File: src/rtl/memory_access_unit.sv
// Memory stage: performs the data-bus transaction for MIPS-style loads/stores,
// formats load results (including LWL/LWR merges) and raises AdEL/AdES.
module memory_access_unit (
    input  logic        clk,
    input  logic        reset,
    input  logic        in_valid,
    output logic        in_ready,
    input  logic [3:0]  in_op,
    input  logic [31:0] in_addr,
    input  logic [31:0] in_wdata,
    input  logic        in_kill,
    input  logic        flush,
    output logic        dbus_req,
    output logic [31:0] dbus_addr,
    output logic        dbus_wr,
    output logic [3:0]  dbus_strobe,
    output logic [31:0] dbus_wdata,
    input  logic        dbus_gnt,
    input  logic        dbus_rvalid,
    input  logic [31:0] dbus_rdata,
    output logic        out_valid,
    output logic [31:0] out_data,
    output logic        out_adel,
    output logic        out_ades,
    output logic [31:0] out_badvaddr
);

    localparam logic [3:0] OP_LB  = 4'd0;
    localparam logic [3:0] OP_LH  = 4'd1;
    localparam logic [3:0] OP_LW  = 4'd2;
    localparam logic [3:0] OP_LWL = 4'd3;
    localparam logic [3:0] OP_LWR = 4'd4;
    localparam logic [3:0] OP_LBU = 4'd5;
    localparam logic [3:0] OP_LHU = 4'd6;
    localparam logic [3:0] OP_SB  = 4'd7;
    localparam logic [3:0] OP_SH  = 4'd8;
    localparam logic [3:0] OP_SW  = 4'd9;
    localparam logic [3:0] OP_SWL = 4'd10;
    localparam logic [3:0] OP_SWR = 4'd11;

    typedef enum logic [2:0] {
        S_IDLE  = 3'd0,
        S_REQ   = 3'd1,
        S_WAIT  = 3'd2,
        S_DRAIN = 3'd3,
        S_RESP  = 3'd4
    } state_t;

    function automatic logic [3:0] store_strobe(input logic [3:0] op, input logic [1:0] a);
        logic [3:0] s;
        case (op)
            OP_SB:   s = 4'b0001 << a;
            OP_SH:   s = a[1] ? 4'b1100 : 4'b0011;
            OP_SW:   s = 4'b1111;
            OP_SWL: begin
                case (a)
                    2'd0:    s = 4'b0001;
                    2'd1:    s = 4'b0011;
                    2'd2:    s = 4'b0111;
                    default: s = 4'b1111;
                endcase
            end
            OP_SWR: begin
                case (a)
                    2'd0:    s = 4'b1111;
                    2'd1:    s = 4'b1110;
                    2'd2:    s = 4'b1100;
                    default: s = 4'b1000;
                endcase
            end
            default: s = 4'b0000;
        endcase
        return s;
    endfunction

    function automatic logic [31:0] store_data(input logic [3:0] op, input logic [1:0] a,
                                               input logic [31:0] rt);
        logic [31:0] d;
        case (op)
            OP_SB:   d = {4{rt[7:0]}};
            OP_SH:   d = {2{rt[15:0]}};
            OP_SW:   d = rt;
            OP_SWL: begin
                case (a)
                    2'd0:    d = {24'h000000, rt[31:24]};
                    2'd1:    d = {16'h0000, rt[31:16]};
                    2'd2:    d = {8'h00, rt[31:8]};
                    default: d = rt;
                endcase
            end
            OP_SWR: begin
                case (a)
                    2'd0:    d = rt;
                    2'd1:    d = {rt[23:0], 8'h00};
                    2'd2:    d = {rt[15:0], 16'h0000};
                    default: d = {rt[7:0], 24'h000000};
                endcase
            end
            default: d = 32'h00000000;
        endcase
        return d;
    endfunction

    function automatic logic [31:0] load_format(input logic [3:0] op, input logic [1:0] a,
                                                input logic [31:0] rt, input logic [31:0] m);
        logic [7:0]  b;
        logic [15:0] h;
        logic [31:0] r;
        case (a)
            2'd0:    b = m[7:0];
            2'd1:    b = m[15:8];
            2'd2:    b = m[23:16];
            default: b = m[31:24];
        endcase
        h = a[1] ? m[31:16] : m[15:0];
        case (op)
            OP_LB:   r = {{24{b[7]}}, b};
            OP_LBU:  r = {24'h000000, b};
            OP_LH:   r = {{16{h[15]}}, h};
            OP_LHU:  r = {16'h0000, h};
            OP_LW:   r = m;
            OP_LWL: begin
                case (a)
                    2'd0:    r = {m[7:0], rt[23:0]};
                    2'd1:    r = {m[15:0], rt[15:0]};
                    2'd2:    r = {m[23:0], rt[7:0]};
                    default: r = m;
                endcase
            end
            OP_LWR: begin
                case (a)
                    2'd0:    r = m;
                    2'd1:    r = {rt[31:24], m[31:8]};
                    2'd2:    r = {rt[31:16], m[31:16]};
                    default: r = {rt[31:8], m[31:24]};
                endcase
            end
            default: r = 32'h00000000;
        endcase
        return r;
    endfunction

    state_t      state_r;
    state_t      next_state_s;
    logic [3:0]  op_r;
    logic [1:0]  addr_lo_r;
    logic [31:0] rt_r;
    logic        dbus_wr_r;
    logic [31:0] dbus_addr_r;
    logic [3:0]  dbus_strobe_r;
    logic [31:0] dbus_wdata_r;
    logic [31:0] out_data_r;
    logic        adel_r;
    logic        ades_r;
    logic [31:0] badvaddr_r;
    logic        accept_s;
    logic        is_store_s;
    logic        misaligned_s;
    logic        fault_s;

    assign accept_s   = in_valid && (state_r == S_IDLE) && !flush;
    assign is_store_s = (in_op >= OP_SB);
    assign fault_s    = misaligned_s && !in_kill;

    // Alignment check; the unaligned-by-design ops (LWL/LWR/SWL/SWR, bytes) never fault.
    always_comb begin
        misaligned_s = 1'b0;
        case (in_op)
            OP_LH, OP_LHU, OP_SH: misaligned_s = in_addr[0];
            OP_LW, OP_SW:         misaligned_s = |in_addr[1:0];
            default:              misaligned_s = 1'b0;
        endcase
    end

    // Next-state logic for the bus transaction sequencer.
    always_comb begin
        next_state_s = state_r;
        case (state_r)
            S_IDLE: begin
                if (accept_s) begin
                    if (in_kill || misaligned_s) begin
                        next_state_s = S_RESP;
                    end else begin
                        next_state_s = S_REQ;
                    end
                end else begin
                    next_state_s = S_IDLE;
                end
            end
            S_REQ: begin
                if (flush) begin
                    next_state_s = dbus_gnt ? S_DRAIN : S_IDLE;
                end else if (dbus_gnt) begin
                    next_state_s = S_WAIT;
                end else begin
                    next_state_s = S_REQ;
                end
            end
            S_WAIT: begin
                // A flush coinciding with rvalid has nothing left to drain.
                if (dbus_rvalid) begin
                    next_state_s = flush ? S_IDLE : S_RESP;
                end else if (flush) begin
                    next_state_s = S_DRAIN;
                end else begin
                    next_state_s = S_WAIT;
                end
            end
            S_DRAIN: begin
                if (dbus_rvalid) begin
                    next_state_s = S_IDLE;
                end else begin
                    next_state_s = S_DRAIN;
                end
            end
            S_RESP:  next_state_s = S_IDLE;
            default: next_state_s = S_IDLE;
        endcase
    end

    // State, latched request fields and registered result.
    always_ff @(posedge clk) begin
        if (reset) begin
            state_r       <= S_IDLE;
            op_r          <= 4'd0;
            addr_lo_r     <= 2'd0;
            rt_r          <= 32'h00000000;
            dbus_wr_r     <= 1'b0;
            dbus_addr_r   <= 32'h00000000;
            dbus_strobe_r <= 4'b0000;
            dbus_wdata_r  <= 32'h00000000;
            out_data_r    <= 32'h00000000;
            adel_r        <= 1'b0;
            ades_r        <= 1'b0;
            badvaddr_r    <= 32'h00000000;
        end else begin
            state_r <= next_state_s;
            if (accept_s) begin
                op_r          <= in_op;
                addr_lo_r     <= in_addr[1:0];
                rt_r          <= in_wdata;
                dbus_wr_r     <= is_store_s;
                dbus_addr_r   <= {in_addr[31:2], 2'b00};
                dbus_strobe_r <= store_strobe(in_op, in_addr[1:0]);
                dbus_wdata_r  <= store_data(in_op, in_addr[1:0], in_wdata);
                out_data_r    <= 32'h00000000;
                adel_r        <= fault_s && !is_store_s;
                ades_r        <= fault_s && is_store_s;
                badvaddr_r    <= fault_s ? in_addr : 32'h00000000;
            end else if ((state_r == S_WAIT) && dbus_rvalid) begin
                out_data_r <= dbus_wr_r ? 32'h00000000
                                        : load_format(op_r, addr_lo_r, rt_r, dbus_rdata);
            end else begin
                out_data_r <= out_data_r;
            end
        end
    end

    assign in_ready     = (state_r == S_IDLE);
    assign dbus_req     = (state_r == S_REQ);
    assign dbus_addr    = dbus_addr_r;
    assign dbus_wr      = dbus_wr_r;
    assign dbus_strobe  = dbus_strobe_r;
    assign dbus_wdata   = dbus_wdata_r;
    assign out_valid    = (state_r == S_RESP) && !flush;
    assign out_data     = out_data_r;
    assign out_adel     = adel_r;
    assign out_ades     = ades_r;
    assign out_badvaddr = badvaddr_r;

endmodule

File: config.mk
export PLATFORM = sky130hd
export DESIGN_NAME = memory_access_unit
export DESIGN_NICKNAME = d
export VERILOG_FILES = /design/src/rtl/memory_access_unit.sv
export SDC_FILE = /design/constraint.sdc
export NUM_CORES = 1
export LEC_CHECK = 0
export CAP_MARGIN = 20
export CORE_MARGIN = 3
export CORE_UTILIZATION = 49
export DETAILED_ROUTE_END_ITERATION = 10
export PLACE_DENSITY = 0.88
export SLEW_MARGIN = 20
export SYNTH_ARGS = -nofsm -noshare
export SYNTH_HDL_FRONTEND = slang
export SYNTH_SLANG_ARGS = --single-unit
File: constraint.sdc
create_clock -name clk -period 2.7 [get_ports clk]
set_clock_uncertainty 0.1 [all_clocks]
set_input_delay 0.54 -clock clk [delete_from_list [all_inputs] [get_ports clk]]
set_output_delay 0.54 -clock clk [all_outputs]
set_load 0.1 [all_outputs]
Yosys cells after proc, flatten, opt, wreduce, memory -nomap -nowiden
Index checks and enable logic that the tools add are counted.
- $add $sub $neg: 0
- $mul: 0
- divide/modulo/power cells: 0
- magnitude comparators: 1
- eq/ne operators: 22
- shifts and indexed selects: 1
- mux-type cells: 25
- bitwise logic cells: 0
- reductions and logical operators: 19
- operator list (operator ; number):
    case mux 32 bit (3 select lines) ; 4
    case mux 32 bit (7 select lines) ; 1
    case mux 32 bit (5 select lines) ; 1
    two-way mux 32 bit ; 2
    case mux 8 bit (3 select lines) ; 1
    equality test 4 x 3 -> 1 bit (second input constant) ; 5
    case mux 4 bit (5 select lines) ; 1
    equality test 4 bit (second input constant) ; 4
    two-way mux 16 bit ; 1
    equality test 4 x 2 -> 1 bit (second input constant) ; 3
    two-way mux 3 bit ; 4
    case mux 3 bit (4 select lines) ; 1
    case mux 4 bit (3 select lines) ; 1
    case mux 3 bit (3 select lines) ; 1
    equality test 4 x 1 -> 1 bit (second input constant) ; 2
    two-way mux 2 bit ; 4
    logical AND 1 bit ; 7
    equality test 3 x 2 -> 1 bit (second input constant) ; 2
    OR reduction 2 bit ; 3
    equality test 2 x 1 -> 1 bit (second input constant) ; 2
    equality test 2 bit (second input constant) ; 2
    greater-or-equal comparator 4 x 3 -> 1 bit (second input constant) ; 1
    logical NOT 2 bit ; 2
    logical NOT 4 bit ; 1
    10 further kinds ; 12
- register bits: 174
- latch bits: 0
- bits in writable memories: 0
- bits in read-only memories: 0
- input port bits: 107
- memories kept: 0

Longest topological paths before layout
- depth after elaboration: 7
- mapped depth: 8
- mapped depth without buffers: 5

Worst setup path after synthesis
Ideal clock, no wire load.
- path kind: input-to-output
- start point: in flush
- end point: out out_valid
- data arrival time: 3.358 ns
- data required time: 2.060 ns
- path slack: -1.298 ns
- cell stages on the path: 1
- path buffers: 0
- cells stage by stage: nor4_1
- word-level cells in the longest chain between the ends: 2
- ends and longest elaborated chain (element ; RTL line ; text):
    from (decl) ; 12 ; input logic flush,
    logical NOT 1 bit ; 265 ; assign out_valid = (state_r == S_RESP) && !flush;
    logical AND 1 bit ; 265 ;
    to (decl) ; 21 ; output logic out_valid,
Every way passes these cells.

Final worst setup path
- start point: reg op_r[1]
- end point: reg out_data_r[2] (netlist: out_data[2])
- word-level cells in the longest chain between the ends: 3
- elaborated cells between the ends (all ways): 9
- ends and longest elaborated chain (element ; RTL line ; text):
    from (decl) ; 145 ; logic [3:0] op_r;
    from (signal assigned) ; 239 ; op_r <= in_op;
    equality test 4 x 3 -> 1 bit, or another cell as far along ; 116 ; case (op)
    case mux 32 bit (7 select lines) * ; 116 ;
    two-way mux 32 bit * ; 251 ; out_data_r <= dbus_wr_r ? 32'h00000000
    to (signal assigned) ; 251 ;
    to (signal assigned) ; 254 ; out_data_r <= out_data_r;
    to (decl) ; 152 ; logic [31:0] out_data_r;
Every way passes the cells marked *; elsewhere a longest branch is shown, timed or not.
A chain may end at the register's enable or synchronous reset.

==> results.md <==
* Max Cap Viol at 0
* Top-area cell type share of the netlist area at 37.34%
* Clk buf depth at 2
* Clock Pin Slew Worst Setup and Hold Paths at 0.08 ns
* Required @ worst endpoint at 2.95 ns
* Worst path max stage delay at 0.71 ns
* Total setup buffers inserted after CTS at 0
* Cts bufs inserted at 17
* Final max-slew violation count at 0
* Antenna Cells at 0
* First-pass GRT wire length at 47.92 mm
* Core region area at 18330 sq um
* Unrepaired setup endpoints after global routing: false
* Slew headroom at 48.83%
* Status: finished clean
* Top cells by area, synth: dfxtp_1 37%, nand2_1 11%, mux4_2 7.7%
* Max Clk Rate at 408.9 MHz
* CP Launch Type: register
* Worst skew pair latency at 0.42 ns
* DR vias/cell at 6.191
* Crit. End Element: register
* Vias at 9769
* Synth Cell Area at 9328 sq um
* Layout cell share with drive strength beyond 1 at 23.35%
* Drt total wl at 30.27 mm
* Crit path DAT at 2.69 ns
* WL/cell at 19.18 microns
* Post-route ant nets at 0
* Num rows at 49
* HP Class: register to register
* Mean Syn Cell Area at 8.411 sq um
* Number of synthesized register bits at 174
* CP max FO at 16
* # port buffers at 242
* CTS tree: yes
* # H-tree levels at 4
* Root buf cell: clkbuf_16
* Setup Crit Path Kind: register to register
* Synth warnings at 0
* Io pins at 245
* Final non-filler cell total at 1578
* Net count, final at 1443
* Dpl cells at 1546
* Die X at 144.0 microns
* Area Growth Syn to Fin at 33.32%
* Final worst path period share at 90.57%
* Slew @ Worst Pin at 0.7675 ns
* Cell count after synthesis at 1109
* Final min period at 2.445 ns
* Largest net degree at the start of global routing at 104
* Vias in the first global route at 9421
* Full die area at 20730 sq um
* Die height at 144.0 microns
* CP cell instances: nand2b_1 -> a21o_1 -> a21oi_2 -> a221oi_1 -> o21ai_0
* Ys flop type: dfxtp_1
* Post-CTS sizing at 0
* Critical-path top delay cell: dfxtp_1
* DP HPWL at 21.96 mm
* Lkg Pwr at 4.646 nW
* GRT Resource Usage Total at 28.68%
* Post-synth EDFFs at 0
* Post-synth top area cell: dfxtp_1
* Final setup violation count at 0
* DR iter-0 viols at 1085
* DRC violations left at 0
* PwrDens at 537.9 nW/um^2
* Initial antenna violation count at 0
* GPL Wtd Cong at 0.9530
* Seq/Total Area, Yosys at 37.34%
* Distinct cells, synth at 69
* Async set-reset flop share out of synthesis at 0%
* Starting Density at 50.88%
* Hold Vio Cnt, Final at 0
* Cts hold-fix bufs at 0
* Gr ovfl total at 0
* Clk sinks at 174
* Pre-Repair DR Iteration Count at 7
* Worst hold slack at 0.3494 ns
* Maximum vdd drop at 460.0 uV
* R2R Setup Slk at 0.25 ns
## final cells by class
class,count,area (sq um)
inverter,6,22.52
clock inverter,15,195.2
multi-input combinational,828,5288
tap,229,286.5
timing repair buffer,309,2733
fill,1403,5896
clock buffer,17,425.4
sequential,174,3486
## state kept, by name, summed over array words and instances, names as in the netlist
name / flops
dbus_strobe: 4
dbus_addr: 30
dbus_wr: 1
state_r: 3
out_badvaddr: 32
out_data: 32
addr_lo_r: 2
rt_r: 32
out_ades: 1
dbus_wdata: 32
out_adel: 1
op_r: 4
## where the power goes
| part | switching (W) | internal, W | total [W] |
|---|---|---|---|
| registers | 0.0000620 | 0.00263 | 0.00269 |
| clock network | 0.00122 | 0.00134 | 0.00256 |
| logic | 0.000893 | 0.000544 | 0.00144 |
## Yosys cell counts, types with 3 or more instances
master	number
nor4_1	3
clkbuf_1	36
buf_6	14
a211oi_2	7
mux4_2	32
a211oi_1	16
mux2i_1	20
o21ai_0	44
nand2_1	271
nor2_1	22
a21boi_0	15
a221oi_1	35
buf_4	14
nor4bb_1	3
a222oi_1	10
nor2b_1	9
dfxtp_1	174
inv_1	5
buf_1	3
or3b_2	7
a21o_1	10
nand2b_1	6
o21a_1	3
a21oi_1	118
and4b_1	3
nand3b_1	6
o22ai_1	7
a22oi_1	21
nand3_1	52
o21ai_1	44
mux2_2	6
nor4b_1	3
buf_2	35
a22o_1	13
a21oi_2	3
## per-layer routing
metal / share of wire, % / wire length [microns] / global-route usage, % / vias up
met3: 10 / 3146 / 7.672 / 97
met4: 3.9 / 1174 / 12.59 / 0
met5: 0 / 0 / 0 / -
met2: 47 / 14320 / 46.28 / 588
li1: - / - / - / 4481
met1: 38 / 11630 / 36.23 / 4603
## critical path, delay by kind of cell, from the launching register on
kind               cells  cell delay (ns)
AOI/OAI and AO/OA      4             1.20
DFF                    1             0.71
and+or+nand+nor        1             0.35
## final timing paths
| check | start | endpoint | depth (start not counted) |
|---|---|---|---|
| worst min-delay path | dbus_strobe[2]$_SDFFE_PP0N_ | dbus_strobe[2]$_SDFFE_PP0N_ | 2 |
| worst max register to register | op_r[1]$_SDFFE_PP0N_ | out_data[2]$_SDFFE_PP0P_ | 5 |
| worst min register to register | dbus_strobe[2]$_SDFFE_PP0N_ | dbus_strobe[2]$_SDFFE_PP0N_ | 2 |
| worst max-delay path | op_r[1]$_SDFFE_PP0N_ | out_data[2]$_SDFFE_PP0P_ | 5 |
## stage by stage
stage | cell area [sq um] | power [W] | worst slack, ns | utilization (%) | setup TNS (ns)
after global placement | 11820 | 0.004135 | 0.06994 | 64.45 | 0
after global routing | 12440 | 0.006920 | 0.1356 | 67.84 | 0
final | 12440 | 0.006689 | 0.2547 | 67.84 | 0
after floorplan | 9343 | 0.003653 | -0.1385 | - | -0.1385
after CTS | 12440 | 0.006684 | 0.3761 | 67.84 | 0
after detailed placement | 11820 | 0.004158 | 0.01583 | 64.45 | 0
## placed cells by master, fill, tap and decap left out, types with 13 or more instances in the layout
master | synthesis | layout
a21oi_1 | 118 | 118
a22oi_1 | 21 | 21
dfxtp_1 | 174 | 172
mux4_2 | 32 | 32
a21boi_0 | 15 | 15
mux2i_1 | 20 | 20
a211oi_1 | 16 | 16
a22o_1 | 13 | 13
o21ai_1 | 44 | 44
nand3_1 | 52 | 51
buf_4 | 14 | 192
nor2_1 | 22 | 21
nand2_1 | 271 | 271
o21ai_0 | 44 | 44
clkdlybuf4s50_1 | 0 | 105
clkbuf_16 | 0 | 17
a221oi_1 | 35 | 35
## kinds of logic (layout without fill, tap and decap cells)
family	count (synthesis)	in the layout	share of synthesized area [%]
AO/OA/AOI/OAI	356	356	24.95
XOR/XNOR	2	2	0.1878
buffers and inverters	108	347	6.506
flip-flops	174	174	37.34
multiplexers	59	59	10.72
other	1	2	0.04020
AND/OR/NAND/NOR	409	409	20.26
Power figures use the tool's default switching activity.
